## src/rtl/booth_divider.sv

```systemverilog
// Sequential signed divider: 2W-bit dividend by W-bit divisor using restoring
// shift-subtract on magnitudes, with the signs applied in a final SIGN step.
module booth_divider #(
    parameter int WIDTH = 16
) (
    input  logic                 clk,
    input  logic                 rst_n,
    input  logic                 start,
    input  logic [2*WIDTH-1:0]   dividend,
    input  logic [WIDTH-1:0]     divisor,
    output logic                 busy,
    output logic                 done,
    output logic [WIDTH-1:0]     quotient,
    output logic [WIDTH-1:0]     remainder,
    output logic                 div_by_zero,
    output logic                 overflow
);

    localparam int DW = 2 * WIDTH;
    localparam int CW = $clog2(DW);
    localparam logic [CW-1:0] CNT_LAST  = CW'(DW - 1);
    localparam logic [DW-1:0] Q_NEG_MAX = {{(DW-WIDTH){1'b0}}, 1'b1, {(WIDTH-1){1'b0}}};
    localparam logic [DW-1:0] Q_POS_MAX = Q_NEG_MAX - {{(DW-1){1'b0}}, 1'b1};
    localparam logic [WIDTH-1:0] ONE_W  = {{(WIDTH-1){1'b0}}, 1'b1};

    typedef enum logic [1:0] {
        IDLE = 2'd0,
        CALC = 2'd1,
        SIGN = 2'd2
    } state_t;

    // -2^(2W-1) maps onto itself, which read as unsigned is the correct magnitude
    function automatic logic [DW-1:0] mag_dw(input logic [DW-1:0] x);
        return x[DW-1] ? (~x + {{(DW-1){1'b0}}, 1'b1}) : x;
    endfunction

    function automatic logic [WIDTH-1:0] mag_w(input logic [WIDTH-1:0] x);
        return x[WIDTH-1] ? (~x + ONE_W) : x;
    endfunction

    state_t            state_r;
    logic [WIDTH-1:0]  rem_r;
    logic [DW-1:0]     quo_r;
    logic [WIDTH-1:0]  dvs_r;
    logic [CW-1:0]     cnt_r;
    logic              dvd_neg_r;
    logic              dvs_neg_r;
    logic              dbz_r;

    logic [WIDTH:0]    rem_sh_s;
    logic [DW-1:0]     quo_sh_s;
    logic [WIDTH-1:0]  rem_nxt_s;
    logic [DW-1:0]     quo_nxt_s;
    logic              q_neg_s;
    logic [WIDTH-1:0]  q_low_s;
    logic [WIDTH-1:0]  r_signed_s;
    logic              ovf_s;

    // One restoring step: shift {rem,quo} left, subtract divisor when it fits.
    // The difference is below |divisor| so the W-bit modular subtract is exact.
    always_comb begin
        rem_sh_s  = {rem_r, quo_r[DW-1]};
        quo_sh_s  = {quo_r[DW-2:0], 1'b0};
        rem_nxt_s = rem_sh_s[WIDTH-1:0];
        quo_nxt_s = quo_sh_s;
        if (rem_sh_s >= {1'b0, dvs_r}) begin
            rem_nxt_s = rem_sh_s[WIDTH-1:0] - dvs_r;
            quo_nxt_s = quo_sh_s | {{(DW-1){1'b0}}, 1'b1};
        end else begin
            rem_nxt_s = rem_sh_s[WIDTH-1:0];
            quo_nxt_s = quo_sh_s;
        end
    end

    // Sign application and range check on the unsigned quotient magnitude
    always_comb begin
        q_neg_s    = dvd_neg_r ^ dvs_neg_r;
        q_low_s    = quo_r[WIDTH-1:0];
        r_signed_s = rem_r;
        ovf_s      = 1'b0;
        if (q_neg_s) begin
            q_low_s = ~quo_r[WIDTH-1:0] + ONE_W;
            ovf_s   = (quo_r > Q_NEG_MAX);
        end else begin
            q_low_s = quo_r[WIDTH-1:0];
            ovf_s   = (quo_r > Q_POS_MAX);
        end
        if (dvd_neg_r) begin
            r_signed_s = ~rem_r + ONE_W;
        end else begin
            r_signed_s = rem_r;
        end
    end

    // Control FSM, datapath registers and registered result outputs
    always_ff @(posedge clk or negedge rst_n) begin
        if (!rst_n) begin
            state_r     <= IDLE;
            rem_r       <= {WIDTH{1'b0}};
            quo_r       <= {DW{1'b0}};
            dvs_r       <= {WIDTH{1'b0}};
            cnt_r       <= {CW{1'b0}};
            dvd_neg_r   <= 1'b0;
            dvs_neg_r   <= 1'b0;
            dbz_r       <= 1'b0;
            busy        <= 1'b0;
            done        <= 1'b0;
            quotient    <= {WIDTH{1'b0}};
            remainder   <= {WIDTH{1'b0}};
            div_by_zero <= 1'b0;
            overflow    <= 1'b0;
        end else begin
            case (state_r)
                IDLE: begin
                    done <= 1'b0;
                    if (start) begin
                        busy      <= 1'b1;
                        rem_r     <= {WIDTH{1'b0}};
                        cnt_r     <= {CW{1'b0}};
                        dvd_neg_r <= dividend[DW-1];
                        dvs_neg_r <= divisor[WIDTH-1];
                        dvs_r     <= mag_w(divisor);
                        if (divisor == {WIDTH{1'b0}}) begin
                            // raw dividend kept so SIGN can return its low half
                            dbz_r   <= 1'b1;
                            quo_r   <= dividend;
                            state_r <= SIGN;
                        end else begin
                            dbz_r   <= 1'b0;
                            quo_r   <= mag_dw(dividend);
                            state_r <= CALC;
                        end
                    end else begin
                        busy <= 1'b0;
                    end
                end
                CALC: begin
                    rem_r <= rem_nxt_s;
                    quo_r <= quo_nxt_s;
                    cnt_r <= cnt_r + {{(CW-1){1'b0}}, 1'b1};
                    if (cnt_r == CNT_LAST) begin
                        state_r <= SIGN;
                    end else begin
                        state_r <= CALC;
                    end
                end
                SIGN: begin
                    done    <= 1'b1;
                    state_r <= IDLE;
                    if (dbz_r) begin
                        quotient    <= {WIDTH{1'b1}};
                        remainder   <= quo_r[WIDTH-1:0];
                        div_by_zero <= 1'b1;
                        overflow    <= 1'b0;
                    end else begin
                        quotient    <= q_low_s;
                        remainder   <= r_signed_s;
                        div_by_zero <= 1'b0;
                        overflow    <= ovf_s;
                    end
                end
                default: begin
                    state_r <= IDLE;
                    busy    <= 1'b0;
                    done    <= 1'b0;
                end
            endcase
        end
    end

endmodule

```

## config.mk

```make
export PLATFORM = sky130hd
export DESIGN_NAME = booth_divider
export DESIGN_NICKNAME = d
export VERILOG_FILES = /design/src/rtl/booth_divider.sv
export SDC_FILE = /design/constraint.sdc
export NUM_CORES = 1
export LEC_CHECK = 0
export ABC_CLOCK_PERIOD_IN_PS = 2680
export CAP_MARGIN = 0
export CORE_MARGIN = 2
export CORE_UTILIZATION = 40
export CTS_BUF_LIST = sky130_fd_sc_hd__clkbuf_16
export DETAILED_ROUTE_END_ITERATION = 10
export SLEW_MARGIN = 20
export SYNTH_ARGS = -nofsm -noshare
export SYNTH_HDL_FRONTEND = slang
export SYNTH_SLANG_ARGS = --single-unit
```

## constraint.sdc

```tcl
create_clock -name clk -period 2.68 [get_ports clk]
set_input_delay 0.67 -clock clk [delete_from_list [all_inputs] [get_ports clk]]
set_output_delay 0.67 -clock clk [all_outputs]
set_load 0.005 [all_outputs]
```

; Word level (Yosys, flattened, before mapping)
; Cells that the tools add are included.
[word_totals]
reg_bits = 110
out_inout_bits = 36
wordCells = 64
[classes]
addsub = 6
n_lt_le_gt_ge = 3
n_eq_ne = 4
n_mux = 26
bitwise = 5
n_reduce_logical = 6
[ops]
columns = cell, count
row1 = 2-to-1 mux 16 bit, 7
row2 = 2-to-1 mux 32 bit, 3
row3 = one-hot mux 32 bit (2 select lines), 1
row4 = "adder 16 x 1 -> 16 bit, second input constant", 3
row5 = inverter 16 bit, 3
row6 = "adder 32 x 1 -> 32 bit, second input constant", 1
row7 = "greater-than comparator 32 x 15 -> 1 bit, second input constant", 1
row8 = "greater-than comparator 32 x 16 -> 1 bit, second input constant", 1
row9 = inverter 32 bit, 1
row10 = one-hot mux 16 bit (2 select lines), 1
row11 = greater-or-equal comparator 17 x 16 -> 1 bit, 1
row12 = zero test 16 bit, 1
row13 = subtractor 16 bit, 1
row14 = one-hot mux 5 bit (2 select lines), 1
row15 = 2-to-1 mux 1 bit, 6
row16 = 2-to-1 mux 2 bit, 3
row17 = "adder 5 x 1 -> 5 bit, second input constant", 1
row18 = "equality test 5 bit, second input constant", 1
row19 = 2-to-1 mux 5 bit, 1
row20 = one-hot mux 1 bit (2 select lines), 2
row21 = one-hot mux 2 bit (2 select lines), 1
row22 = AND reduction 2 bit, 2
row23 = "equality test 2 x 1 -> 1 bit, second input constant", 1
row24 = "equality test 2 bit, second input constant", 1
row25 = 5 further kinds, 5

; Depth between registers and ports, before layout
[logic_depth]
depth_word = 6
ltp_mapped = 11
mapped_depth_nobuf = 11

; Worst setup path before layout
; OpenSTA, ideal clock, no wires.
[synth_timing]
kind = input port to flip-flop
startpoint = input port dividend[1]
endpoint = register quo_r[14]
t_arrival_ns = 2.628
path_slack_ns = -0.085
cell_stages = 8
n_path_buf = 0
path_cell_list = inv_1 ha_1 or4b_4 or4_4 or3_4 o31ai_2 xor2_1 a21oi_1
[synth_via]
elab_chain_cells = 6
[synth_rtl]
columns = item, line
row1 = from (decl), 9  ; input logic [2*WIDTH-1:0] dividend,
row2 = inverter 32 bit, 34  ; return x[DW-1] ? (~x + {{(DW-1){1'b0}}, 1'b1}) : x;
row3 = adder 32 x 1 -> 32 bit, 34
row4 = 2-to-1 mux 32 bit, 34
row5 = 2-to-1 mux 32 bit, 123  ; if (divisor == {WIDTH{1'b0}}) begin
row6 = 2-to-1 mux 32 bit, 116  ; if (start) begin
row7 = one-hot mux 32 bit (2 select lines), 113  ; case (state_r)
row8 = to (signal assigned), 126  ; quo_r <= dividend;
row9 = to (signal assigned), 130  ; quo_r <= mag_dw(dividend);
row10 = to (signal assigned), 139  ; quo_r <= quo_nxt_s;
row11 = to (decl), 43  ; logic [DW-1:0] quo_r;
; Every way passes these cells. The select of a mux whose other input is x is not followed.
; A chain may end at the register's enable or synchronous reset.

; Final worst setup path
[layout_timing]
startpoint = input port dividend[0]
endpoint = register quo_r[14]
; Same word-level chain as after synthesis.

==> results by stage <==
Place:
- The total placed cells including tap cells is 1190.
- OpenSTA, run right after detailed placement, puts the worst setup slack at -0.752 ns.
- The post-detailed-placement cell area is 9000 µm².
- The congestion estimate from routability-driven global placement came to 0.884.
- The number of input and output port buffers inserted is 86.
- Detailed placement finished with a half-perimeter wire length of 15100 µm.

Power and ir drop:
- The switching fraction of total power is 44.1%.
- The sequential group share of total power is 27.7%.
- The fraction of power consumed by combinational cells is 58.9%.
- The leakage power is 4.11 nW.
- The clock network accounts for 13.4% of the total power.
- VDD sags by at most 0.523 mV.
- The internal portion of the total power is 0.00563 W.
- In this run the power spent charging and discharging nets is 0.00444 W.
- The power density over the cells is 1070 nW/µm².

Route:
- The routed wire length per instance is 16.4 µm.
- The via total after detailed routing is 6544.
- The post-detailed-route count of antenna-violating nets is 0.
- In the routed design, unresolved DRC markers number 0.
- Wires add up to 19800 µm.
- The iteration count of the initial detailed-routing pass is 5.
- The routed via count divided by cell count is 5.42.
- The number of DRC markers in iteration 0 is 456.

Final layout:
- At the end of the flow the core is filled with cells to 54.0%.
- The count of non-filler cells in the finished layout is 1207.
- 0 antenna diodes ended up in the layout.
- The area of all placed cells without fillers is 9380 µm².
- From synthesis to final layout, the design area changed by 31.3%.
- Counting the fill cells in the layout gives 1613.
- Cells with a size suffix above 1 make up 16.5% of the layout.
- In the final design database the tool counted 1054 nets.

Worst setup path:
- In this design, the largest share of critical-path delay is due to simple AND/OR/NAND/NOR gates.
- STA classifies the critical path endpoint as a register.
- The kind of start point of the critical path is a primary input.
- The critical path is of the in2reg type.
- The peak per-stage delay on the critical path is 0.48 ns.
- The worst path required time is 2.93 ns.
- The signal on the critical path passes through clkdlybuf4s15_2 -> inv_12 -> ha_4 -> or4b_4 -> or4_4 -> or3_4 -> o31ai_4 -> xor2_1 -> a21oi_1.
- On the critical path, the stage with the largest delay is an instance of or4_4.
- Counting both buffers and inverters, the worst setup path holds a total of 2.
- At the worst endpoint, the arrival time is 2.89 ns.
- The highest fanout seen on the critical path is 3.

Die:
- The die span in x is 138 µm.
- The number of ports placed on the die boundary is 87.
- The floorplan row count is 48.
- The initial utilization of the core area, before any placement, comes to 41.1%.
- The die covers 18900 µm².
- In this run the standard cell core region covers 17400 µm².
- The height of the die is 138 µm.

Synth:
- The netlist area before placement is 7140 µm².
- The post-synthesis register bit count is 110.
- Counting distinct cell types in the post-synthesis netlist gives 58.
- The count of flip-flops with a built-in enable after synthesis is 0.
- The share of synthesized area in the top cell type comes to 38.5%.
- The sequential element share of the synthesized area is 38.5%.
- For this run, the number of Yosys warnings is 0.
- dfrtp_1 takes more of the synthesized area than any other cell.
- Sorting the synthesized cells by area gives the leading types as dfrtp_1 39%, xor2_1 6.4%, o21ai_0 5.3%, nand2_1 4.8%, ha_1 4.4%.
- Synthesis handed over a netlist of 821 instances.
- Among all flip-flop cells after synthesis, the most frequent one is dfrtp_1.
- The async set-or-reset flop fraction in the synthesized netlist is 100%.
- The number of nets handed over by synthesis was 898.
- The average instance in the mapped netlist occupies 8.70 µm².

GRT:
- The number of global-route vias before repair came to 6374.
- Entering global routing, the biggest net connects 44 pins.
- The global-route wire length before repair is 32600 µm.
- The combined global-route utilization of all metal layers is 21.9%.
- The number of antenna violations at the first check in global routing came to 0.
- Global routing finished with a remaining overflow of 0.

Run status:
- The flow ran to the end, and the final reports show no timing, DRC or antenna violations.

Timing:
- The final period demand of the worst path is 2.65 ns.
- The final setup skew is 0.00774 ns.
- The relative max-transition margin is 51.7%.
- The worst-margin pin slew is 0.722 ns.
- The ratio of final minimum period to clock period is 98.8%.
- The number of hold violations in the final report is 0.
- Setup repair after global routing could not meet its margin everywhere.
- Setup violations remaining at the end of the flow were counted as 0.
- The achievable frequency is 378 MHz.
- The final count of pins violating max slew is 0.
- The worst path setup slack after routing is 0.0332 ns.

Clocking:
- TritonCTS built the clock tree.
- The CTS clock-pin slew for the worst setup and hold paths is 0.08 ns.
- The count of hold-fix buffers inserted at cts is 0.
- The total number of H-tree levels is 3.
- The cell chosen for the clock root is clkbuf_16.
- In this run, CTS created clock tree buffers numbering 9.
- The clock sink count is 110.
- The clock passes through at most 2 buffers.
- The later-pin clock latency in the skew report is 0.36 ns.

Job:
- The number of max-cap violations is 0.

Worst hold path:
- The tightest min-delay check is of the in2async type.
## final timing paths
kind	slack [ns]	from	endpoint	depth (start not counted)
setup / recovery	0.03	dividend[0]	quo_r[14]	9
hold / removal	0.30	rst_n	remainder[12]	1
setup reg to reg	0.19	dvs_r[11]	rem_r[8]	9
hold reg to reg	0.48	dvs_r[5]	dvs_r[5]	2
max in group asynchronous	1.77	rst_n	quo_r[30]	2
min in group clk	0.48	dvs_r[5]	dvs_r[5]	2
## timing repair
| item | in CTS | in global routing |
|---|---|---|
| endpoints found under the hold margin | 0 | 0 |
| gates resized for setup | 11 | 17 |
| pin swaps | 9 | 10 |
| setup buffers | 0 | 1 |
| setup endpoints to repair | 11 | 25 |
## registers in the layout, indices dropped and copies added (netlist names)
| name | count |
|---|---|
| remainder | 16 |
| rem_r | 16 |
| quotient | 16 |
| dvs_neg_r | 1 |
| dvs_r | 16 |
| busy | 1 |
| dvd_neg_r | 1 |
| state_r | 2 |
| quo_r | 32 |
| dbz_r | 1 |
| done | 1 |
| div_by_zero | 1 |
| overflow | 1 |
| cnt_r | 5 |
## cell type report
cell class | instances | area, µm² | area share (%)
repair buffers | 189 | 1710 | 18.3
flip-flops and latches | 110 | 2750 | 29.3
multi-input cells | 629 | 4180 | 44.5
well taps | 225 | 282 | 3.00
inverters | 38 | 163 | 1.73
clock buffers | 9 | 225 | 2.40
clock inverters | 7 | 66.3 | 0.707
## power groups by stage
stage                     Sequential [W]  Combinational (W)  Clock [W]
after floorplan                  0.00266            0.00404          0
after global routing             0.00287            0.00668    0.00145
final                            0.00279            0.00593    0.00135
after global placement           0.00280            0.00584          0
after detailed placement         0.00281            0.00591          0
after CTS                        0.00278            0.00593    0.00138
## cells by family (layout without fill, tap and decap cells)
family                     after synthesis  count (layout)  synth area share, %
buffers and inverters                   82             243                 4.38
AOI/OAI and AO/OA                      229             229                 19.4
muxes                                   33              33                 4.85
and+or+nand+nor                        256             256                 17.7
xor gates and xnor gates                85              85                 10.4
DFF                                    110             110                 38.5
adders and majority gates               26              26                 4.66
## synth_stat cells, types with 3 or more instances
cell / number
nor2b_1: 7
nand2_1: 92
o41ai_1: 6
nand4_1: 4
o31ai_1: 16
nand2b_1: 5
inv_1: 38
mux2_2: 13
nand3_1: 17
o22ai_1: 7
buf_2: 4
ha_1: 25
o221ai_1: 4
dfrtp_1: 110
o22a_1: 8
o21ai_1: 23
xnor2_1: 33
nor3_1: 13
a22o_1: 5
clkbuf_1: 34
or3_1: 8
nor2_1: 57
nor4_1: 10
nand3b_1: 18
o31ai_2: 4
and3_1: 5
mux2i_1: 20
or3_4: 3
or4_1: 6
o21ai_0: 76
xor2_1: 52
a21oi_1: 57
o21a_1: 3
buf_1: 6
## metrics by stage
| step | setup TNS (ns) | power, W | hold slack, ns |
|---|---|---|---|
| 6_report | 0 | 0.0101 | 0.298 |
| 5_1_grt | -0.00668 | 0.0110 | 0.351 |
| 4_1_cts | 0 | 0.0101 | 0.320 |
| 3_5_place_dp | -10.98 | 0.00871 | 0.471 |
| 3_3_place_gp | -10.67 | 0.00864 | 0.457 |
| 2_1_floorplan | -0.0904 | 0.00669 | 0.374 |
## placed cells by master (no fill, tap or decap), types with 6 or more instances in the layout
| cell type | count |
|---|---|
| xnor2_1 | 33 |
| nor3_1 | 12 |
| clkdlybuf4s50_1 | 72 |
| o21ai_1 | 20 |
| nor2_1 | 57 |
| nand3_1 | 17 |
| or3_4 | 6 |
| inv_1 | 37 |
| clkbuf_16 | 9 |
| o31ai_1 | 16 |
| o22ai_1 | 7 |
| mux2i_1 | 20 |
| dlymetal6s2s_1 | 8 |
| ha_1 | 22 |
| buf_4 | 99 |
| nand2_1 | 92 |
| o21ai_0 | 76 |
| mux2_2 | 13 |
| nand3b_1 | 18 |
| nor4_1 | 8 |
| nor2b_1 | 7 |
| o22a_1 | 8 |
| a21oi_1 | 57 |
| dfrtp_1 | 110 |
| xor2_1 | 52 |
| or4_1 | 6 |
## worst register-to-register path, stage by stage (launching register included)
cell and delay (ns):
dfrtp_1 0.38, inv_1 0.08, ha_2 0.32, a21oi_1 0.21
a21boi_0 0.11, a311o_1 0.32, a31oi_1 0.26, o21ai_2 0.15
or2_2 0.30, a32o_1 0.25
## metal layers
layer	global-route usage, %	vias to the layer above	routed length, µm
li1	-	3224	-
met1	30.5	3146	9420
met2	35.2	150	9170
met3	2.39	24	771
met4	8.08	0	418
met5	0	-	0
(Power assumes the default switching activity.)
